$ cat config.mk
export PLATFORM = sky130hd
export DESIGN_NAME = gate_bist_ctrl
export DESIGN_NICKNAME = d
export VERILOG_FILES = /design/src/rtl/gate_bist_ctrl.sv
export SDC_FILE = /design/constraint.sdc
export NUM_CORES = 1
export LEC_CHECK = 0
export CAP_MARGIN = 20
export CORE_MARGIN = 10
export CORE_UTILIZATION = 40
export DETAILED_ROUTE_END_ITERATION = 10
export GPL_ROUTABILITY_DRIVEN = 0
export PLACE_DENSITY = 0.77
export SYNTH_ARGS = -nofsm -noshare
export SYNTH_HDL_FRONTEND = slang
export SYNTH_SLANG_ARGS = --single-unit
$ cat constraint.sdc
create_clock -name clk -period 3.2 [get_ports clk]
set_clock_uncertainty 0.2 [all_clocks]
set_input_delay 0.48 -clock clk [delete_from_list [all_inputs] [get_ports clk]]
set_output_delay 0.48 -clock clk [all_outputs]
set_load 0.03 [all_outputs]
$ cat src/rtl/gate_bist_ctrl.sv
// LFSR-pattern BIST controller for a combinational gate model: apply, settle, capture into a MISR, compare.
// One pattern every SETTLE_CYC+2 cycles; abort returns to IDLE on the next edge, start is ignored while busy.
module gate_bist_ctrl #(
    parameter int PAT_W      = 11,
    parameter int RSP_W      = 10,
    parameter int SETTLE_CYC = 2
) (
    input  logic             clk,
    input  logic             rst_n,
    input  logic             start,
    input  logic             abort,
    input  logic [PAT_W-1:0] seed,
    input  logic [15:0]      num_pat,
    input  logic [RSP_W-1:0] golden,
    input  logic [RSP_W-1:0] dut_out,
    output logic [PAT_W-1:0] dut_in,
    output logic             busy,
    output logic             done,
    output logic             pass,
    output logic [RSP_W-1:0] signature,
    output logic [15:0]      pat_cnt
);

    typedef enum logic [2:0] {IDLE, APPLY, SETTLE, CAPTURE, DONE} state_t;

    localparam logic [3:0]       SETTLE_LD = 4'(SETTLE_CYC);
    localparam logic [RSP_W-1:0] MISR_POLY = RSP_W'(9);

    state_t           state, state_nxt;
    logic [PAT_W-1:0] lfsr, lfsr_nxt;
    logic [RSP_W-1:0] misr_nxt;
    logic [15:0]      pat_cnt_nxt;
    logic [3:0]       settle_cnt;

    assign lfsr_nxt    = {lfsr[PAT_W-2:0], lfsr[PAT_W-1] ^ lfsr[PAT_W-3]};
    assign misr_nxt    = {signature[RSP_W-2:0], 1'b0}
                       ^ (signature[RSP_W-1] ? MISR_POLY : '0) ^ dut_out;
    assign pat_cnt_nxt = pat_cnt + 16'd1;

    always_ff @(posedge clk or negedge rst_n) begin
        if (!rst_n) begin
            state <= IDLE;
        end else begin
            state <= state_nxt;
        end
    end

    always_comb begin
        state_nxt = state;
        case (state)
            IDLE:    if (start) state_nxt = (num_pat == 16'd0) ? DONE : APPLY;
            APPLY:   state_nxt = SETTLE;
            SETTLE:  if (settle_cnt == 4'd1) state_nxt = CAPTURE;
            CAPTURE: state_nxt = (pat_cnt_nxt == num_pat) ? DONE : APPLY;
            DONE:    state_nxt = IDLE;
            default: state_nxt = IDLE;
        endcase
        // abort wins over every transition, including CAPTURE -> DONE
        if (abort && state != IDLE) state_nxt = IDLE;
    end

    always_comb begin
        busy = (state != IDLE);
        done = (state == DONE);
    end

    always_ff @(posedge clk or negedge rst_n) begin
        if (!rst_n) begin
            lfsr       <= PAT_W'(1);
            dut_in     <= '0;
            signature  <= '0;
            pat_cnt    <= '0;
            settle_cnt <= '0;
            pass       <= 1'b0;
        end else if (state == IDLE) begin
            if (start) begin
                lfsr      <= (seed == '0) ? PAT_W'(1) : seed;
                signature <= '0;
                pat_cnt   <= '0;
                pass      <= 1'b0;
            end
        end else if (abort) begin
            // partial results stay visible; only the verdict is cleared
            pass <= 1'b0;
        end else begin
            case (state)
                APPLY: begin
                    dut_in     <= lfsr;
                    settle_cnt <= SETTLE_LD;
                end
                SETTLE:  settle_cnt <= settle_cnt - 4'd1;
                CAPTURE: begin
                    signature <= misr_nxt;
                    pat_cnt   <= pat_cnt_nxt;
                    lfsr      <= lfsr_nxt;
                end
                DONE:    pass <= (signature == golden);
                default: ;
            endcase
        end
    end

endmodule

# Yosys cells after proc, flatten, opt, wreduce, memory -nomap -nowiden
# Cells that the tools add are included.
# word_totals
word_cells	63
output_inout_bits	40
regBits	56
in_bits	51
# op_classes
n_eq_ne	11
reduce_logical	13
mux	25
add_sub_neg	2
n_bitwise	5
# ops
operator	n
$mux 16	4
$mux 11	5
$mux 10	4
$add 16x1->16 const B	1
$eq 16x16->1	1
$logic_not 16->1	1
$mux 3	5
$pmux 3 s4	1
$logic_not 11->1	1
$eq 10x10->1	1
$xor 10x10->10	1
$xor 10x4->10	1
$reduce_and 3->1	3
$pmux 4 s2	1
$eq 3x2->1 const B	2
$ne 3x3->1 const B	2
$reduce_bool 3->1	2
$eq 4x1->1 const B	1
$mux 1	4
$mux 4	1
$reduce_and 2->1	2
$reduce_bool 2->1	2
$sub 4x1->4 const B	1
$eq 3x1->1 const B	1
7 further kinds	8

# Logic depth before layout (Yosys ltp)
# depth
ltp_word	6
mapped_depth	7

# Worst setup path after synthesis
# OpenSTA, ideal clock, no wires.
# synth_path
kind	register to register
from	reg pat_cnt[0]
to	reg state[2]
arrival_time_ns	2.007
n_path_buf	1
synth_period_minus_slack_ns	2.327
path_slack_ns	0.873
setup_ns	0.120
path_stages_with_launch	8
path_cell_list	dfrtp_1 ha_1 buf_2 nand4_2 nor3_1 mux2i_1 nand2_1 a41o_1
# synth_via
elab_chain_cells	5
# synth_lines
item	line	source
start: declaration	21	output logic [15:0] pat_cnt
start signal: assignment	94	pat_cnt <= pat_cnt_nxt;
$add 16x1->16	38	assign pat_cnt_nxt = pat_cnt + 16'd1;
$eq 16x16->1	54	CAPTURE: state_nxt = (pat_cnt_nxt == num_pat) ? DONE : APPLY;
$mux 3	54	
$pmux 3 s4	50	case (state)
$mux 3	59	if (abort && state != IDLE) state_nxt = IDLE;
end signal: assignment	44	state <= state_nxt;
end: declaration	29	state_t state, state_nxt;
# No other way between the ends.
# A chain may end at the register's enable or synchronous reset.

# Worst setup path after layout
# layout_path
from	reg state[0]
to	out busy
# layout_via
elab_chain_cells	1
# layout_lines
item	line	source
$reduce_bool 3->1	63	busy = (state != IDLE);
end: declaration	17	output logic busy,
# No other way between the ends.

==> results.txt <==
status: completed
post-detail-place hpwl: 7.42 mm
largest net degree at the start of global routing: 36
first-pass GRT wire length: 15.5 mm
starting density of the core: 0.412
Worst Hold Depth: 2
Final #Nets: 496
input/output buffers: 90
Reg2Reg Depth: 6
CTS tree: built
Max-Cap Viols: 0
# setup viols final: 0
routed len/inst: 17.3 um
number of global-route vias before repair: 3159
Async SR Flop Fraction: 1.00
post-route insts no fill: 548
worst min-delay path startpoint: lfsr[6]
worst rel slew slack: 0.565
r2r endpoint: state[0]
grt total ovfl: 0
YS warnings: 0
std cell rows: 33
RR Startpoint: pat_cnt[0]
clock sinks: 56
Reg2Reg Setup Slack: 520 ps
DRC errors left: 0
Mapped Avg Cell Area: 9.47 um2
Post-DRT Antenna Nets: 0
Syn-to-layout area delta: 31.5%
maximum root-to-sink buffer count: 2
pwr/cell area: 663 nW/um2
CP endpoint: busy
Crit Path Category: flip-flop to primary output
Worst Setup End Kind: primary output
Hold Vio Cnt, Final: 0
f_max: 0.371 GHz
Via density: 5.51
clk root buf: clkbuf_8
Synth Instances: 359
Distinct cells, synth: 53
Worst EP arrival: 2010 ps
Total Neg Setup Slack: 0 ps
Initial DRC Count: 231
CP required: 2520 ps
cts bufs inserted: 5
initial antenna violation count: 0
final WL: 9.50 mm
Worst-Skew Late Latency: 320 ps
Synth Register Bits: 56
post-synthesis cell area: 3400 um2
Seq/Total Area, Yosys: 0.413
RSZ-0062 raised after global routing: no
Worst Setup SP: state[0]
share of post-route cells with drive strength above 1: 0.0858
number of synthesized flops with an enable pin: 0
ys flop type: dfrtp_1
via count: 3019
die area: 12600 um2
CP Max Fanout: 13
Total GRT Usage: 0.144
DP Area: 4370 um2
Detailed Routing Iterations Pass 1: 4
Worst setup SP type: flip-flop
post-layout min period: 2690 ps
Worst-Margin Slew: 652 ps
die extent in x: 112 um
Reg clk slew, reported paths: 100 ps
final worst-path cycle share: 0.841
Final Instance Area: 4470 um2
num ports: 91
Final Slew Violations: 0
leakage: 1.84 nW
Inst Count DP: 539
Peak VDD IR: 469 uV
worst min path class: flip-flop to flip-flop
diode count: 0
die height: 112 um
H-tree depth: 2
Syn Nets: 413
core area: 8260 um2
-- cells in the mapped netlist (3+ instances only) --
| library cell | number | area, um2 |
|---|---|---|
| nor3b_1 | 3 | 22.5 |
| a31oi_1 | 6 | 37.5 |
| xor2_1 | 18 | 158 |
| nor4_1 | 8 | 50.1 |
| clkbuf_1 | 11 | 41.3 |
| mux2i_1 | 12 | 120 |
| a21oi_1 | 8 | 40.0 |
| and3_1 | 4 | 25.0 |
| nand2_1 | 37 | 139 |
| and4_1 | 3 | 26.3 |
| a211oi_1 | 3 | 22.5 |
| nor2_1 | 22 | 82.6 |
| inv_1 | 7 | 26.3 |
| nor2b_1 | 3 | 18.8 |
| mux2_2 | 11 | 124 |
| ha_1 | 3 | 37.5 |
| nor3_1 | 10 | 50.1 |
| xnor2_1 | 25 | 219 |
| o31ai_1 | 7 | 52.6 |
| nand3_1 | 8 | 40.0 |
| and2_1 | 3 | 18.8 |
| o21ai_0 | 48 | 240 |
| dfrtp_1 | 55 | 1380 |
| nand4_1 | 6 | 37.5 |
| buf_2 | 5 | 25.0 |
-- worst min-delay path by stage --
stage / to / slack, ps
final: lfsr[6] / 320
after global routing: dut_in[6] / 340
after CTS: dut_in[6] / 320
after detailed placement: pat_cnt[4] / 270
after global placement: pat_cnt[4] / 270
after floorplan: dut_in[0] / -20
-- metal layers --
metal / GRT usage / wire (um) / vias up / share of wire
met4: 0.0601 / 216 / 0 / 0.023
met1: 0.168 / 3920 / 1459 / 0.41
met3: 0.0394 / 563 / 17 / 0.059
met2: 0.244 / 4800 / 89 / 0.50
met5: 0 / 0 / - / 0
li1: - / - / 1454 / -
-- critical path, stage by stage, from the launching register on --
cell             delay, ps
dfrtp_1                540
nor3_2                 380
inv_1                  150
clkdlybuf4s50_1        620
-- what timing repair did --
action / in CTS / in global routing
endpoints found under the hold margin: 21 / 0
resized for setup: 0 / 0
setup buffers: 0 / 0
hold buffers: 1 / 0
-- report_power, final --
group	switching, mW	total, mW	internal [mW]	leakage, nW
registers	0.251	1.18	0.924	0.740
logic	0.754	1.39	0.632	1.06
clock network	0.244	0.401	0.157	0.0485
-- state kept, by name, summed over array words and instances (netlist names) --
| name | cells |
|---|---|
| settle_cnt | 4 |
| pat_cnt | 16 |
| lfsr | 11 |
| dut_in | 11 |
| state | 3 |
| pass | 1 |
| signature | 10 |
-- layout make-up --
type	count	area (um2)
flip-flops and latches	56	1400
fillers	754	3790
clock inverters	3	22.5
repair buffers	96	943
multi-input cells	276	1870
well taps	105	131
inverters	7	26.3
clock buffers	5	68.8
-- cells in the final DEF (no fill, tap or decap), types with 4 or more instances in the layout --
cell,n
a21oi_1,7
xor2_1,18
xnor2_1,25
nor2_1,22
inv_1,7
dfrtp_1,55
clkdlybuf4s50_1,89
o31ai_1,7
o21ai_0,48
nor3_1,9
mux2_2,11
nand3_1,8
nand4_1,6
nand2_1,37
mux2i_1,12
a31oi_1,6
clkbuf_8,5
buf_4,5
nor4_1,8
and3_1,4
-- logic make-up after synthesis --
kind of cell / Yosys count / synth area share
XOR/XNOR: 43 / 0.111
AO/OA/AOI/OAI: 88 / 0.164
adder cells (fa/ha/maj): 3 / 0.0110
flip-flops: 56 / 0.413
buffers and inverters: 27 / 0.0383
multiplexers: 23 / 0.0718
AND/OR/NAND/NOR: 119 / 0.191
-- metrics by stage --
stage,total power [mW],worst slack [ps],hold slack (ps),utilization
final,2.96,508,321,0.541
after global routing,3.15,276,340,0.541
after CTS,2.98,538,325,0.541
after detailed placement,2.58,353,274,0.529
after global placement,2.52,457,270,0.529
after floorplan,2.04,873,-15.6,-
(Power assumes the default switching activity.)
